<file path="src/rtl/ysyx_22040750_pipe_skid_reg_if.sv">
// Handshake/data bundle between a pipeline producer, the skid register stage
// and its downstream consumer.
//   slave  : the stage itself (takes I_* from upstream/downstream, drives O_*)
//   master : the environment around the stage (drives I_*, observes O_*)
// Signals:
//   I_valid/I_pc/I_inst : upstream word
//   I_allowout          : downstream ready
//   I_stall             : hold the head word (decode/hazard stall)
//   I_flush             : redirect this cycle
//   O_allowin           : stage can take a word this cycle
//   O_valid/O_pc/O_inst : head word toward downstream
//   O_bubble            : head entry is an inserted bubble
//   O_count             : occupancy
interface ysyx_22040750_pipe_skid_reg_if #(
  parameter int PC_W   = 32,
  parameter int INST_W = 32,
  parameter int CNT_W  = 2
);
  logic              I_valid;
  logic [PC_W-1:0]   I_pc;
  logic [INST_W-1:0] I_inst;
  logic              I_allowout;
  logic              I_stall;
  logic              I_flush;
  logic              O_allowin;
  logic              O_valid;
  logic [PC_W-1:0]   O_pc;
  logic [INST_W-1:0] O_inst;
  logic              O_bubble;
  logic [CNT_W-1:0]  O_count;

  modport slave (
    input  I_valid, I_pc, I_inst, I_allowout, I_stall, I_flush,
    output O_allowin, O_valid, O_pc, O_inst, O_bubble, O_count
  );

  modport master (
    output I_valid, I_pc, I_inst, I_allowout, I_stall, I_flush,
    input  O_allowin, O_valid, O_pc, O_inst, O_bubble, O_count
  );
endinterface

</file>
<file path="src/rtl/ysyx_22040750_pipe_skid_reg.sv">
// DEPTH-entry circular pipeline register carrying {pc, inst, bubble}.
// Keeps the valid/allowin/allowout/stall handshake of the classic IF/ID latch
// and adds flush handling: drop the incoming word (FLUSH_MODE=0) or replace it
// with a bubble that reuses the last real pc (FLUSH_MODE=1).
// Ports:
//   I_sys_clk : clock, rising edge
//   I_rst     : asynchronous, active-high reset
//   bus       : slave side of ysyx_22040750_pipe_skid_reg_if (handshake + data)
module ysyx_22040750_pipe_skid_reg #(
  parameter int                PC_W        = 32,
  parameter int                INST_W      = 32,
  parameter int                DEPTH       = 2,
  parameter int                FLUSH_MODE  = 1,
  parameter logic [INST_W-1:0] BUBBLE_INST = INST_W'(32'h0000_0013),
  parameter int                CNT_W       = $clog2(DEPTH + 1)
) (
  input logic                          I_sys_clk,
  input logic                          I_rst,
  ysyx_22040750_pipe_skid_reg_if.slave bus
);
  localparam int PTR_W = (DEPTH > 1) ? $clog2(DEPTH) : 1;
  localparam bit DROP_ON_FLUSH = (FLUSH_MODE == 0);

  typedef struct packed {
    logic [PC_W-1:0]   pc;
    logic [INST_W-1:0] inst;
    logic              bubble;
  } ent_t;

  ent_t             mem_q [DEPTH];
  logic [PTR_W-1:0] rd_ptr_q, rd_ptr_d;
  logic [PTR_W-1:0] wr_ptr_q, wr_ptr_d;
  logic [CNT_W-1:0] cnt_q, cnt_d;
  logic [PC_W-1:0]  last_pc_q;

  logic empty, full, vld, pop, allowin, push, ins_bubble;
  ent_t wr_ent, head;

  // Pointers wrap at DEPTH, which need not be a power of two.
  function automatic logic [PTR_W-1:0] ptr_inc(input logic [PTR_W-1:0] p);
    return (p == PTR_W'(DEPTH - 1)) ? '0 : p + 1'b1;
  endfunction

  assign empty   = (cnt_q == '0);
  assign full    = (cnt_q == CNT_W'(DEPTH));
  assign vld     = !empty && !bus.I_stall;
  assign pop     = vld && bus.I_allowout;
  // A pop in the same cycle frees a slot, so a full buffer still streams.
  assign allowin = !full || pop;
  assign push    = bus.I_valid && allowin && !(bus.I_flush && DROP_ON_FLUSH);

  assign ins_bubble = bus.I_flush && !DROP_ON_FLUSH;

  always_comb begin
    wr_ent = '{pc: bus.I_pc, inst: bus.I_inst, bubble: 1'b0};
    if (ins_bubble) wr_ent = '{pc: last_pc_q, inst: BUBBLE_INST, bubble: 1'b1};
  end

  always_comb begin
    rd_ptr_d = rd_ptr_q;
    wr_ptr_d = wr_ptr_q;
    cnt_d    = cnt_q;
    if (bus.I_flush) begin
      // Everything not popped this cycle is discarded; the head becomes the
      // slot written now (or the empty slot at wr_ptr if nothing was pushed).
      rd_ptr_d = wr_ptr_q;
      wr_ptr_d = push ? ptr_inc(wr_ptr_q) : wr_ptr_q;
      cnt_d    = push ? CNT_W'(1) : '0;
    end else begin
      if (pop)  rd_ptr_d = ptr_inc(rd_ptr_q);
      if (push) wr_ptr_d = ptr_inc(wr_ptr_q);
      cnt_d = cnt_q + CNT_W'(push) - CNT_W'(pop);
    end
  end

  always_ff @(posedge I_sys_clk or posedge I_rst) begin
    if (I_rst) begin
      rd_ptr_q  <= '0;
      wr_ptr_q  <= '0;
      cnt_q     <= '0;
      last_pc_q <= '0;
    end else begin
      rd_ptr_q <= rd_ptr_d;
      wr_ptr_q <= wr_ptr_d;
      cnt_q    <= cnt_d;
      if (push && !ins_bubble) last_pc_q <= bus.I_pc;
    end
  end

  // Entries are cleared on reset so the stale head reads as zero afterwards.
  always_ff @(posedge I_sys_clk or posedge I_rst) begin
    if (I_rst) begin
      for (int i = 0; i < DEPTH; i++) mem_q[i] <= '0;
    end else if (push) begin
      mem_q[wr_ptr_q] <= wr_ent;
    end
  end

  // Head slot is shown unconditionally, including stale data when empty.
  assign head = mem_q[rd_ptr_q];

  assign bus.O_allowin = allowin;
  assign bus.O_valid   = vld;
  assign bus.O_pc      = head.pc;
  assign bus.O_inst    = head.inst;
  assign bus.O_bubble  = head.bubble;
  assign bus.O_count   = cnt_q;
endmodule

</file>
<file path="src/flat_wrapper.sv">
// flat-port wrapper written by rule: the top's interface ports become plain ports
module ysyx_22040750_pipe_skid_reg_flat 
#(
  parameter int                PC_W        = 32,
  parameter int                INST_W      = 32,
  parameter int                DEPTH       = 2,
  parameter int                FLUSH_MODE  = 1,
  parameter logic [INST_W-1:0] BUBBLE_INST = INST_W'(32'h0000_0013),
  parameter int                CNT_W       = $clog2(DEPTH + 1)
)
  (I_sys_clk, I_rst, bus_I_valid, bus_I_pc, bus_I_inst, bus_I_allowout, bus_I_stall, bus_I_flush, bus_O_allowin, bus_O_valid, bus_O_pc, bus_O_inst, bus_O_bubble, bus_O_count);
  ysyx_22040750_pipe_skid_reg_if #(.PC_W(PC_W), .INST_W(INST_W), .CNT_W(CNT_W)) bus_i ();
  input logic I_sys_clk;
  input logic I_rst;
  input wire logic [$bits(bus_i.I_valid)-1:0] bus_I_valid;
  input wire logic [$bits(bus_i.I_pc)-1:0] bus_I_pc;
  input wire logic [$bits(bus_i.I_inst)-1:0] bus_I_inst;
  input wire logic [$bits(bus_i.I_allowout)-1:0] bus_I_allowout;
  input wire logic [$bits(bus_i.I_stall)-1:0] bus_I_stall;
  input wire logic [$bits(bus_i.I_flush)-1:0] bus_I_flush;
  output wire logic [$bits(bus_i.O_allowin)-1:0] bus_O_allowin;
  output wire logic [$bits(bus_i.O_valid)-1:0] bus_O_valid;
  output wire logic [$bits(bus_i.O_pc)-1:0] bus_O_pc;
  output wire logic [$bits(bus_i.O_inst)-1:0] bus_O_inst;
  output wire logic [$bits(bus_i.O_bubble)-1:0] bus_O_bubble;
  output wire logic [$bits(bus_i.O_count)-1:0] bus_O_count;
  assign bus_i.I_valid = bus_I_valid;
  assign bus_i.I_pc = bus_I_pc;
  assign bus_i.I_inst = bus_I_inst;
  assign bus_i.I_allowout = bus_I_allowout;
  assign bus_i.I_stall = bus_I_stall;
  assign bus_i.I_flush = bus_I_flush;
  assign bus_O_allowin = bus_i.O_allowin;
  assign bus_O_valid = bus_i.O_valid;
  assign bus_O_pc = bus_i.O_pc;
  assign bus_O_inst = bus_i.O_inst;
  assign bus_O_bubble = bus_i.O_bubble;
  assign bus_O_count = bus_i.O_count;
  ysyx_22040750_pipe_skid_reg #(.PC_W(PC_W), .INST_W(INST_W), .DEPTH(DEPTH), .FLUSH_MODE(FLUSH_MODE), .BUBBLE_INST(BUBBLE_INST), .CNT_W(CNT_W)) u_core (.I_sys_clk(I_sys_clk), .I_rst(I_rst), .bus(bus_i));
endmodule
</file>
<file path="config.mk">
export PLATFORM = sky130hd
export DESIGN_NAME = ysyx_22040750_pipe_skid_reg_flat
export DESIGN_NICKNAME = d
export VERILOG_FILES = /design/src/rtl/ysyx_22040750_pipe_skid_reg_if.sv /design/src/rtl/ysyx_22040750_pipe_skid_reg.sv /design/src/flat_wrapper.sv
export SDC_FILE = /design/constraint.sdc
export NUM_CORES = 1
export LEC_CHECK = 0
export CORE_ASPECT_RATIO = 0.8
export CORE_MARGIN = 3
export CORE_UTILIZATION = 30
export CTS_CLUSTER_DIAMETER = 100
export CTS_CLUSTER_SIZE = 30
export DETAILED_ROUTE_END_ITERATION = 12
export DONT_BUFFER_PORTS = 1
export GPL_ROUTABILITY_DRIVEN = 0
export MAX_ROUTING_LAYER = met4
export SLEW_MARGIN = 20
export SYNTH_ARGS = -nofsm -noshare
export SYNTH_HDL_FRONTEND = slang
export SYNTH_SLANG_ARGS = --single-unit
export TNS_END_PERCENT = 5
</file>
<file path="constraint.sdc">
create_clock -name I_sys_clk -period 6.4 [get_ports I_sys_clk]
set_input_delay 0.96 -clock I_sys_clk [delete_from_list [all_inputs] [get_ports I_sys_clk]]
set_output_delay 0.96 -clock I_sys_clk [all_outputs]
set_load 0.01 [all_outputs]
</file>
## Word-level counts from Yosys, hierarchy flattened

Cells that the tools add are included.

- Add/sub/neg operators: 4
- $lt $le $gt $ge: 3
- Equality and inequality tests: 1
- Muxes and demuxes: 13
- Bitwise logic cells: 2
- Reduce and logical (&&, ||, !) cells: 12

Operators with widths:

| cell | number |
|---|---|
| $mux 65 | 5 |
| $bwmux 130 | 1 |
| $demux 65 s1 | 1 |
| $logic_and 1x1->1 | 5 |
| $mux 1 | 5 |
| $ge 2x2->1 const B | 2 |
| $logic_not 1->1 | 4 |
| $not 1->2 | 2 |
| $add 1x1->1 const B | 2 |
| $add 2x1->2 | 1 |
| $eq 2x2->1 const B | 1 |
| $logic_not 2->1 | 1 |
| $lt 2x1->1 const B | 1 |
| $mux 2 | 1 |
| $reduce_bool 2->1 | 1 |
| $sub 2x1->2 | 1 |
| $logic_or 1x1->1 | 1 |

- Flip-flop bits (word level): 166
- Input port bits: 70
- Word-level logic and storage cells: 45

## Logic depth before layout (Yosys ltp)

- Depth after elaboration: 9
- Depth in mapped cells: 6

## Worst setup path after synthesis

OpenSTA, ideal clock, no wires.

- Kind: input-to-output
- From: in bus_I_stall
- To: out bus_O_allowin
- Arrival time: 1.211 ns
- Required time: 5.440 ns
- Slack: 4.229 ns
- Cell stages on the path: 2
- Path buffers: 0
- Path through: nand2b_4 > nand2_1

- Cells in the longest elaborated chain, start to end: 4

Ends and longest elaborated chain:

| what | line | RTL |
|---|---|---|
| start: declaration | flat_wrapper.sv:19 | `input wire logic [$bits(bus_i.I_stall)-1:0] bus_I_stall;` |
| $logic_not 1->1 | ysyx_22040750_pipe_skid_reg.sv:46 | `assign vld = !empty && !bus.I_stall;` |
| $logic_and 1x1->1 | ysyx_22040750_pipe_skid_reg.sv:46 |  |
| $logic_and 1x1->1 | ysyx_22040750_pipe_skid_reg.sv:47 | `assign pop = vld && bus.I_allowout;` |
| $logic_or 1x1->1 | ysyx_22040750_pipe_skid_reg.sv:49 | `assign allowin = !full \|\| pop;` |
| end: declaration | flat_wrapper.sv:21 | `output wire logic [$bits(bus_i.O_allowin)-1:0] bus_O_allowin;` |

Every way passes these cells.

## Final worst setup path

- From: reg u_core.rd_ptr_q
- To: out bus_O_pc[2]

- Cells in the longest elaborated chain, start to end: 4

Ends and longest elaborated chain:

| what | line | RTL |
|---|---|---|
| start: declaration | ysyx_22040750_pipe_skid_reg.sv:31 | `logic [PTR_W-1:0] rd_ptr_q, rd_ptr_d;` |
| start signal: assignment | ysyx_22040750_pipe_skid_reg.sv:83 | `rd_ptr_q <= rd_ptr_d;` |
| $not 1->2 (not written as such) | ysyx_22040750_pipe_skid_reg.sv:100 | `assign head = mem_q[rd_ptr_q];` |
| $mux 65 (not written as such) (3 in series) | ysyx_22040750_pipe_skid_reg.sv:100 |  |
| end: declaration | flat_wrapper.sv:23 | `output wire logic [$bits(bus_i.O_pc)-1:0] bus_O_pc;` |

Every way passes these cells. The select of a mux whose other input is x is not followed.

==> run_results.csv <==
group,metric,value,unit
status,status,"complete, no violations",
clocking,post_cts_resized,0,
detailed_routing,drtPass1Iterations,4,
grt,grt_max_degree,103,
clocking,cts-hold-fix-buffers,0,
timing,fin_crit,3.01,ns
critical_path,crit_arrival,2.05,ns
synthesis,avgSynthCellArea,15.6,sq um
synthesis,ys_warn_count,0,
synthesis,syn_nets,591,
worst_hold_path,hold_path_startpoint,"u_core.last_pc_q[23]",
placement,port_buffers,0,
synthesis,synth_area,8090,sq um
synthesis,synth_cell_type_count,27,
placement,post-dp-hpwl,10700,um
clocking,ctsHtreeMaxLevel,4,
timing,hold_viol_final,0,
timing,period_share,0.470,
clocking,clock_latency,0.43,ns
critical_path,cp-end-kind,"primary output",
critical_path,cp_max_fo,67,
timing,slew_violations,0,
placement,dp_cells,851,
clocking,clkTransAtPathRegs,0.07,ns
grt,antenna_found_initial,1,
clocking,cts_tree,"done",
floorplan,rows,53,
timing,rsz0062_at_grt,"no",
detailed_routing,wirelength,17300,um
power,p_clk_frac,0.248,
finish,multi_input_area,3720,sq um
detailed_routing,num_vias,4125,
floorplan,die_area,29000,sq um
critical_path,worstSetupPathType,"flip-flop to primary output",
clocking,cts_sinks,166,
detailed_routing,wl_per_cell,19.6,um
floorplan,io_pins,139,
finish,nets,584,
critical_path,critPathBufInv,0,
critical_path,path_cells,"mux2_2",
power,p_sw_frac,0.311,
timing,fmax,333,MHz
grt,grt_usage,0.130,
timing,finalSetupViolCount,0,
power,switchingPower,1.44,mW
timing,max_slew.worst_pin.slew,1.03,ns
power,combPwrFrac,0.357,
critical_path,crit_required,5.44,ns
worst_hold_path,hp-class,"flip-flop to flip-flop",
critical_path,crit_slowest_cell,"dfrtp_4",
finish,fin_util,0.343,
finish,drive_gt1_frac,0.576,
floorplan,fp.coreArea,26400,sq um
floorplan,dieHeight,153,um
critical_path,cpPeakStageDelay,1.11,ns
power,peakVddDrop,0.000233,V
critical_path,crit-reg2reg-launch,"u_core.bus.O_count[1]",
power,p_leak,3.92,nW
power,seqPwrFrac,0.396,
detailed_routing,drtIter0Drc,130,
critical_path,worst-r2r-setup-slack,4.29,ns
critical_path,reg2reg_to,"u_core.mem_q[55]",
worst_hold_path,holdPathStages,1,
finish,fill_cells,2573,
timing,fin_tns_setup,0,ns
critical_path,cp.depth,1,
detailed_routing,ant_nets,0,
power,power,4.63,mW
grt,grt_pass1_wl,28200,um
critical_path,r2r_cells,4,
grt,grt-ovfl-total,0,
finish,final_cells,884,
finish,final_cell_mix,"165 x dfrtp_1, 157 x mux2_2, 100 x mux2_4, 31 x nor2b_1, 17 x clkbuf_16",
clocking,cts_setup_buffers,0,
power,cellPowerDensity,511,nW/um^2
clocking,root_buffer,"clkbuf_16",
clocking,cts.path.max_buffers,2,
worst_hold_path,hold-path-endpoint,"u_core.last_pc_q[23]",
finish,layout_commonest_cell,"dfrtp_1",
power,p_int,3.19,mW
synthesis,synth_seq_cells,166,
detailed_routing,drc,0,
clocking,numCtsBuffers,17,
timing,slew_headroom,0.314,
critical_path,path_delay_family,"flip-flops",
detailed_routing,via_per_inst,4.67,
synthesis,seq_area_frac_synth,0.513,
floorplan,start_util,0.307,
run,maxCapViolations,0,
finish,regArea,4160,sq um
finish,area_growth,12.0,%
timing,finClkSkew,0.0107,ns
floorplan,dieWidth,190,um
critical_path,cp-start-kind,"flip-flop",
grt,grt_pass1_vias,4806,
synthesis,syn_inst,520,
layer usage:
layer | share of wire | vias to the layer above | track usage
li1 | - | 1820 | -
met1 | 0.44 | 2205 | 0.152
met2 | 0.49 | 89 | 0.207
met3 | 0.055 | 11 | 0.0465
met4 | 0.013 | 0 | 0.0433
met5 | 0 | - | -
cell families after synthesis:
logic type	Yosys count	share of synthesized area
and+or+nand+nor	49	0.0377
buffers and inverters	34	0.0300
adders and majority gates	1	0.00155
muxes	259	0.407
DFF	166	0.513
AOI/OAI and AO/OA	8	0.00742
xor gates and xnor gates	3	0.00325
worst max-delay path by stage:
stage                         start                    end
floorplan                     I_rst  u_core.bus.O_count[0]
global placement        bus_I_stall       u_core.mem_q[52]
detailed placement      bus_I_stall       u_core.mem_q[10]
CTS                 u_core.rd_ptr_q         bus_O_inst[31]
global route        u_core.rd_ptr_q            bus_O_pc[2]
finish              u_core.rd_ptr_q            bus_O_pc[2]
per-stage QoR:
stage / hold WS, ns / setup slack, ns / area (sq um)
3_5_place_dp: 0.479 / 3.77 / 8410
3_3_place_gp: 0.469 / 3.39 / 8390
4_1_cts: 0.494 / 3.33 / 9060
5_1_grt: 0.517 / 3.29 / 9060
2_1_floorplan: 0.459 / 0.950 / 8090
6_report: 0.489 / 3.39 / 9060
registers in the layout, summed over array words and instances (netlist names):
name,cells
u_core.mem_q,130
u_core.last_pc_q,32
u_core.bus.O_count,2
u_core.rd_ptr_q,1
u_core.wr_ptr_q,1
worst register-to-register path, cell delays in order (launching register included):
cell and delay [ns]:
dfrtp_1 0.47, nor2b_4 0.20, a21oi_4 0.57, buf_12 0.40, mux2_4 0.36
Yosys cell counts:
cell type | count | area [sq um]
dfrtp_1 | 166 | 4150
a2111o_1 | 1 | 11.3
nand2b_1 | 5 | 31.3
mux2_4 | 100 | 1500
nand2_1 | 3 | 11.3
a21oi_2 | 2 | 17.5
o211ai_1 | 1 | 7.51
o21ai_2 | 1 | 8.76
xnor2_1 | 2 | 17.5
a21oi_1 | 1 | 5.00
or4_1 | 1 | 7.51
buf_6 | 12 | 135
nor2b_1 | 31 | 194
o21ai_0 | 2 | 10.0
clkbuf_1 | 5 | 18.8
xor2_1 | 1 | 8.76
mux2_1 | 2 | 22.5
buf_2 | 11 | 55.1
buf_1 | 1 | 3.75
ha_1 | 1 | 12.5
nand2b_4 | 1 | 13.8
inv_1 | 2 | 7.51
buf_4 | 3 | 22.5
nor2_1 | 4 | 15.0
or2_2 | 3 | 18.8
nor2b_4 | 1 | 13.8
mux2_2 | 157 | 1770
cell type report:
class,instances,share of cell area
multi-input combinational,320,0.410
tap,357,0.0493
inverter,2,0.00138
clock buffer,20,0.0493
clock inverter,12,0.0222
sequential,166,0.459
antenna,1,0.000276
timing repair buffer,6,0.00856
power groups by stage:
| stage | logic [mW] | registers [mW] | clock network (mW) |
|---|---|---|---|
| after floorplan | 1.53 | 1.67 | 0 |
| final | 1.65 | 1.83 | 1.15 |
| after detailed placement | 1.68 | 1.84 | 0 |
| after global placement | 1.62 | 1.81 | 0 |
| after CTS | 1.68 | 1.84 | 1.19 |
| after global routing | 1.77 | 1.90 | 1.24 |
Power figures use the tool's default switching activity.
